## config.mk

```make
export PLATFORM = sky130hd
export DESIGN_NAME = piso_serializer
export DESIGN_NICKNAME = d
export VERILOG_FILES = /design/src/rtl/piso_serializer.sv
export SDC_FILE = /design/constraint.sdc
export NUM_CORES = 1
export LEC_CHECK = 0
export CELL_PAD_IN_SITES_DETAIL_PLACEMENT = 0
export CELL_PAD_IN_SITES_GLOBAL_PLACEMENT = 1
export CORE_MARGIN = 2
export CORE_UTILIZATION = 31
export CTS_CLUSTER_DIAMETER = 50
export CTS_CLUSTER_SIZE = 25
export DETAILED_ROUTE_END_ITERATION = 7
export PLACE_DENSITY_LB_ADDON = 0.1
export SKIP_CTS_REPAIR_TIMING = 1
export SYNTH_ARGS = -nofsm -noshare
export SYNTH_HDL_FRONTEND = slang
export SYNTH_SLANG_ARGS = --single-unit
```

## constraint.sdc

```tcl
create_clock -name clk -period 2.6 [get_ports clk]
set_input_delay 0.39 -clock clk [delete_from_list [all_inputs] [get_ports clk]]
set_output_delay 0.39 -clock clk [all_outputs]
set_load 0.05 [all_outputs]
```

## src/rtl/piso_serializer.sv

```systemverilog
// Parallel-in / serial-out shift register with frame tracking.
// A parallel load starts a frame. Each un-inhibited clock then shifts one bit
// out of q (MSB-first or LSB-first), and done pulses for one cycle once the
// whole frame has been shifted. With no frame in flight, the register keeps
// shifting as a plain cascade stage: shift_in data moves through to q.
// WIDTH legal range: 2..64.
module piso_serializer #(
  parameter int WIDTH     = 8,
  parameter bit LSB_FIRST = 1'b0
) (
  input  logic                       clk,
  input  logic                       rst,
  input  logic                       clk_inh,
  input  logic                       shld,
  input  logic [WIDTH-1:0]           data_in,
  input  logic                       shift_in,
  output logic                       q,
  output logic                       q_n,
  output logic [WIDTH-1:0]           q_par,
  output logic                       busy,
  output logic                       done,
  output logic [$clog2(WIDTH+1)-1:0] bit_cnt
);

  localparam int CW = $clog2(WIDTH + 1);
  localparam logic [CW-1:0] CNT_FULL = CW'(WIDTH);
  localparam logic [CW-1:0] CNT_LAST = CW'(WIDTH - 1);

  // Registers start at their reset values so the block is well defined
  // before the first reset edge.
  logic [WIDTH-1:0] shift_reg = '0;
  logic [CW-1:0]    cnt_reg   = '0;
  logic             busy_reg  = 1'b0;
  logic             done_reg  = 1'b0;

  logic [WIDTH-1:0] shift_next;
  logic             last_shift;

  // Register contents after one shift, in the configured bit order.
  generate
    if (LSB_FIRST) begin : g_lsb
      always_comb shift_next = {shift_in, shift_reg[WIDTH-1:1]};
    end else begin : g_msb
      always_comb shift_next = {shift_reg[WIDTH-2:0], shift_in};
    end
  endgenerate

  // This shift completes the frame only while a frame is actually in flight;
  // cascade shifts after completion never count.
  assign last_shift = busy_reg && (cnt_reg == CNT_LAST);

  // Priority: reset, then load, then inhibit, then shift.
  always_ff @(posedge clk) begin
    if (rst) begin
      shift_reg <= '0;
      cnt_reg   <= '0;
      busy_reg  <= 1'b0;
      done_reg  <= 1'b0;
    end else if (!shld) begin
      shift_reg <= data_in;
      cnt_reg   <= '0;
      busy_reg  <= 1'b1;
      done_reg  <= 1'b0;
    end else if (clk_inh) begin
      done_reg  <= 1'b0;
    end else begin
      shift_reg <= shift_next;
      if (cnt_reg != CNT_FULL) begin
        cnt_reg <= cnt_reg + 1'b1;
      end
      done_reg  <= last_shift;
      if (last_shift) begin
        busy_reg <= 1'b0;
      end
    end
  end

  // Serial and parallel views come straight off the register, no added delay.
  generate
    if (LSB_FIRST) begin : g_q_lsb
      assign q = shift_reg[0];
    end else begin : g_q_msb
      assign q = shift_reg[WIDTH-1];
    end
  endgenerate

  assign q_n     = ~q;
  assign q_par   = shift_reg;
  assign busy    = busy_reg;
  assign done    = done_reg;
  assign bit_cnt = cnt_reg;

endmodule

```

==> impl_summary.txt <==
----------------------------------------------------
[Setup path]
  Register-to-register setup slack ... 1130 ps
  Top cell family by delay on the critical path ... buffers and inverters
  Highest net fanout along the worst path ... 6
  Crit-path max cell delay ... 830 ps
  Cells along the critical path ... clkdlybuf4s50_1
  Kind of critical path ... reg2out
  Crit-path slowest cell ... sky130_fd_sc_hd__clkdlybuf4s50_1
  Data required time of the critical path ... between 2000 and 2500 ps
  Worst R2R Path Depth ... 5
  Number of logic stages on the critical path including buffering ... 1
  Buffers & Inverters on Critical Path ... 1
  Crit path capture type ... output pin
  Launching element type of the critical path ... flip-flop
  WP data arrival ... about 1500 ps

[GRT]
  Vias in the first global route ... 563
  Combined global-route utilization of all metal layers ... 13.1%
  Initial antenna violation count ... 0
  First-pass GRT wire length ... 2490 um
  Pin count of the biggest net entering global routing ... 20
  Grt ovf ... 0

[Route]
  Detail-routed net length per standard cell ... 11.1 um
  Number of antenna-violating nets in the routed design ... 0
  Initial DRC Count ... 3
  Drt pass-1 iters ... 3
  Final routed DRC violation total ... 0
  Total Routed Length ... 1390 um
  Via count normalized by instance count ... 4.70
  Routed via count ... 588

[Finish]
  Multi-input combinational cell area ... between 300 and 400 sq um
  Number of flip-flops under the largest register name ... 8
  Count of filler cells inserted in the layout ... 203
  Final-stage net count ... ~110
  Diode count ... 0
  Layout-stage area growth over the synthesis result ... 51.3%
  Post-route cell area ... 982 sq um
  Final cell utilization of the core ... 50.1%
  Storage element area ... 280 sq um
  Layout cells sized above 1 ... around 6%

[Synthesis]
  Ranking of synthesized cells by area ... sky130_fd_sc_hd__dfxtp_1, sky130_fd_sc_hd__mux2i_1, sky130_fd_sc_hd__a211oi_1, sky130_fd_sc_hd__nor2_1, sky130_fd_sc_hd__ha_1
  Syn nets ... 85
  Syn Inst Count ... 70
  Total of warnings raised by yosys ... 0
  Synth Area in Compound Gates ... 15.4%
  Yosys top cell area share ... 43.2%
  Post-synthesis cell type count ... 23
  Number of flip-flops and latches in the synthesized netlist ... 14
  Average cell area after synthesis ... 9.28 sq um
  Fraction of synthesized area in multiplexers ... roughly an eighth
  Basic-gate share of the synthesized area counting and, or, nand and nor cells ... 16.0%
  Seq/Total Area, Yosys ... 43.2%
  Largest family of logic cells by synthesized area ... simple AND/OR/NAND/NOR gates
  Area share of xor/xnor cells in the synthesized design ... 1.35%
  Top cell type by total area after synthesis ... sky130_fd_sc_hd__dfxtp_1
  Netlist Area Pre-Place ... 649 sq um
  Share of synthesized cell area in full adder, half adder and majority cells ... a little under 4%

[STA]
  Number of setup violations in the final report ... 0
  Peak Freq ... between 500 and 600 MHz
  Least setup slack across all paths after layout ... between 600 and 700 ps
  Unrepaired setup endpoints after global routing ... false
  Total negative slack for setup checks ... 0 ps
  Worst-case hold slack ... 499 ps
  Endpoints failing hold ... 0
  Worst-margin pin slew ... 497 ps
  Time the final worst path needs with I/O delays and setup ... 1910 ps
  Final clock period utilization by the worst path ... 73.6%
  Tightest slew margin relative to the limit ... 66.8%
  Final-report max-slew violation count ... 0
  Max Clock Skew ... ~0.43 ps

[Floorplan]
  Total number of placement rows ... 16
  Die height ... 49.8 um
  IO Pins ... 29
  Die Outline Area ... 0.00248 sq mm
  Initial core utilization ... 33.1%
  Core Area ... ~0.0020 sq mm
  Chip Width ... between 40 and 50 um

[CTS]
  Clock transition at the registers of the reported paths ... 90 ps
  H-tree depth ... 1
  Source-to-sink clock delay at the later pin of the worst-skew pair ... 270 ps
  CTS buffer count ... 3
  Sinks on Clock Net ... 14
  CTS tree ... done
  Clock Path Buffers ... 2
  Clock root buffer master ... sky130_fd_sc_hd__clkbuf_4

[Place]
  Number of port buffers ... 28
  Final RePlAce weighted congestion ... 0.738
  Minimum setup slack after placement ... about 950 ps
  Half-perimeter wire length after detailed placement ... roughly 1000 um
  Total cell area at the placement stage ... 946 sq um

[Status]
  Status ... completed

[Power]
  Peak supply drop ... 0.000236 V
  Power density over the cells ... 532 mW/mm^2
  Leakage dissipation ... 0.382 nW

[Min path]
  Type of the tightest min-delay check ... reg2reg
  Number of cells traversed by the worst hold path ... 1

[Flow run]
  Max cap viols ... 0

----------------------------------------------------
==> routing by layer <==
layer,track usage [%],up-vias,routed length [um]
met1,17.3,268,718
met2,20.2,17,594
met4,5.56,0,0
met3,3.33,0,79
li1,-,303,-
met5,0,-,0
==> synthesized netlist by cell type <==
library cell and n:
sky130_fd_sc_hd__o21ai_0 3, sky130_fd_sc_hd__nand4b_1 1, sky130_fd_sc_hd__ha_1 2, sky130_fd_sc_hd__inv_1 5
sky130_fd_sc_hd__a21oi_1 2, sky130_fd_sc_hd__nor2b_1 2, sky130_fd_sc_hd__and3b_1 1, sky130_fd_sc_hd__nand2_1 1
sky130_fd_sc_hd__nand2b_1 1, sky130_fd_sc_hd__and3_1 1, sky130_fd_sc_hd__o31ai_1 1, sky130_fd_sc_hd__nor4bb_1 1
sky130_fd_sc_hd__mux2i_1 8, sky130_fd_sc_hd__clkbuf_1 2, sky130_fd_sc_hd__dfxtp_1 14, sky130_fd_sc_hd__a211oi_1 8
sky130_fd_sc_hd__o211ai_1 1, sky130_fd_sc_hd__buf_2 2, sky130_fd_sc_hd__xor2_1 1, sky130_fd_sc_hd__buf_4 2
sky130_fd_sc_hd__or3_1 1, sky130_fd_sc_hd__nor2_1 9, sky130_fd_sc_hd__or4_1 1
==> through the flow <==
step	cells	total power [mW]
after global placement	121	0.369
after floorplan	70	0.320
after detailed placement	121	0.369
after global routing	125	0.547
final	125	0.522
after CTS	125	0.529
==> path summary, 6_finish.rpt <==
check                           from                      end
min reg2reg        busy$_SDFFE_PP0P_          done$_SDFF_PP0_
min                busy$_SDFFE_PP0P_          done$_SDFF_PP0_
max          bit_cnt[0]$_SDFFE_PP0P_               bit_cnt[0]
max reg2reg  bit_cnt[0]$_SDFFE_PP0P_  bit_cnt[2]$_SDFFE_PP0P_
==> area by class of cell <==
type                       count  share of cell area (%)
sequential                    14                    28.5
inverter                       5                    1.91
tap                           27                    3.44
clock buffer                   4                    3.69
timing repair buffer          30                    30.1
multi-input combinational     45                    32.4
==> report_power, final <==
group / switching, mW / internal (mW) / total [mW]
Sequential: 0.00896 / 0.226 / 0.235
Combinational: 0.0750 / 0.0537 / 0.129
Clock: 0.0739 / 0.0851 / 0.159
==> cells by family after synthesis <==
group,Yosys count
and+or+nand+nor,19
AOI/OAI and AO/OA,15
DFF,14
buffers and inverters,11
muxes,8
adders and majority gates,2
xor gates and xnor gates,1
==> placed cells by master, fill, tap and decap left out <==
cell type,instances
sky130_fd_sc_hd__clkbuf_4,3
sky130_fd_sc_hd__xor2_1,1
sky130_fd_sc_hd__and3_1,1
sky130_fd_sc_hd__nand4b_1,1
sky130_fd_sc_hd__mux2i_1,8
sky130_fd_sc_hd__inv_1,5
sky130_fd_sc_hd__dfxtp_1,14
sky130_fd_sc_hd__o211ai_1,1
sky130_fd_sc_hd__nor2b_1,2
sky130_fd_sc_hd__o21ai_0,3
sky130_fd_sc_hd__and3b_1,1
sky130_fd_sc_hd__nand2_1,1
sky130_fd_sc_hd__buf_4,2
sky130_fd_sc_hd__nor4bb_1,1
sky130_fd_sc_hd__ha_1,2
sky130_fd_sc_hd__clkdlybuf4s50_1,28
sky130_fd_sc_hd__or3_1,1
sky130_fd_sc_hd__or4_1,1
sky130_fd_sc_hd__nor2_1,9
sky130_fd_sc_hd__a21oi_1,2
sky130_fd_sc_hd__nand2b_1,1
sky130_fd_sc_hd__o31ai_1,1
sky130_fd_sc_hd__a211oi_1,8
sky130_fd_sc_hd__clkbuf_8,1
(Power assumes the default switching activity.)
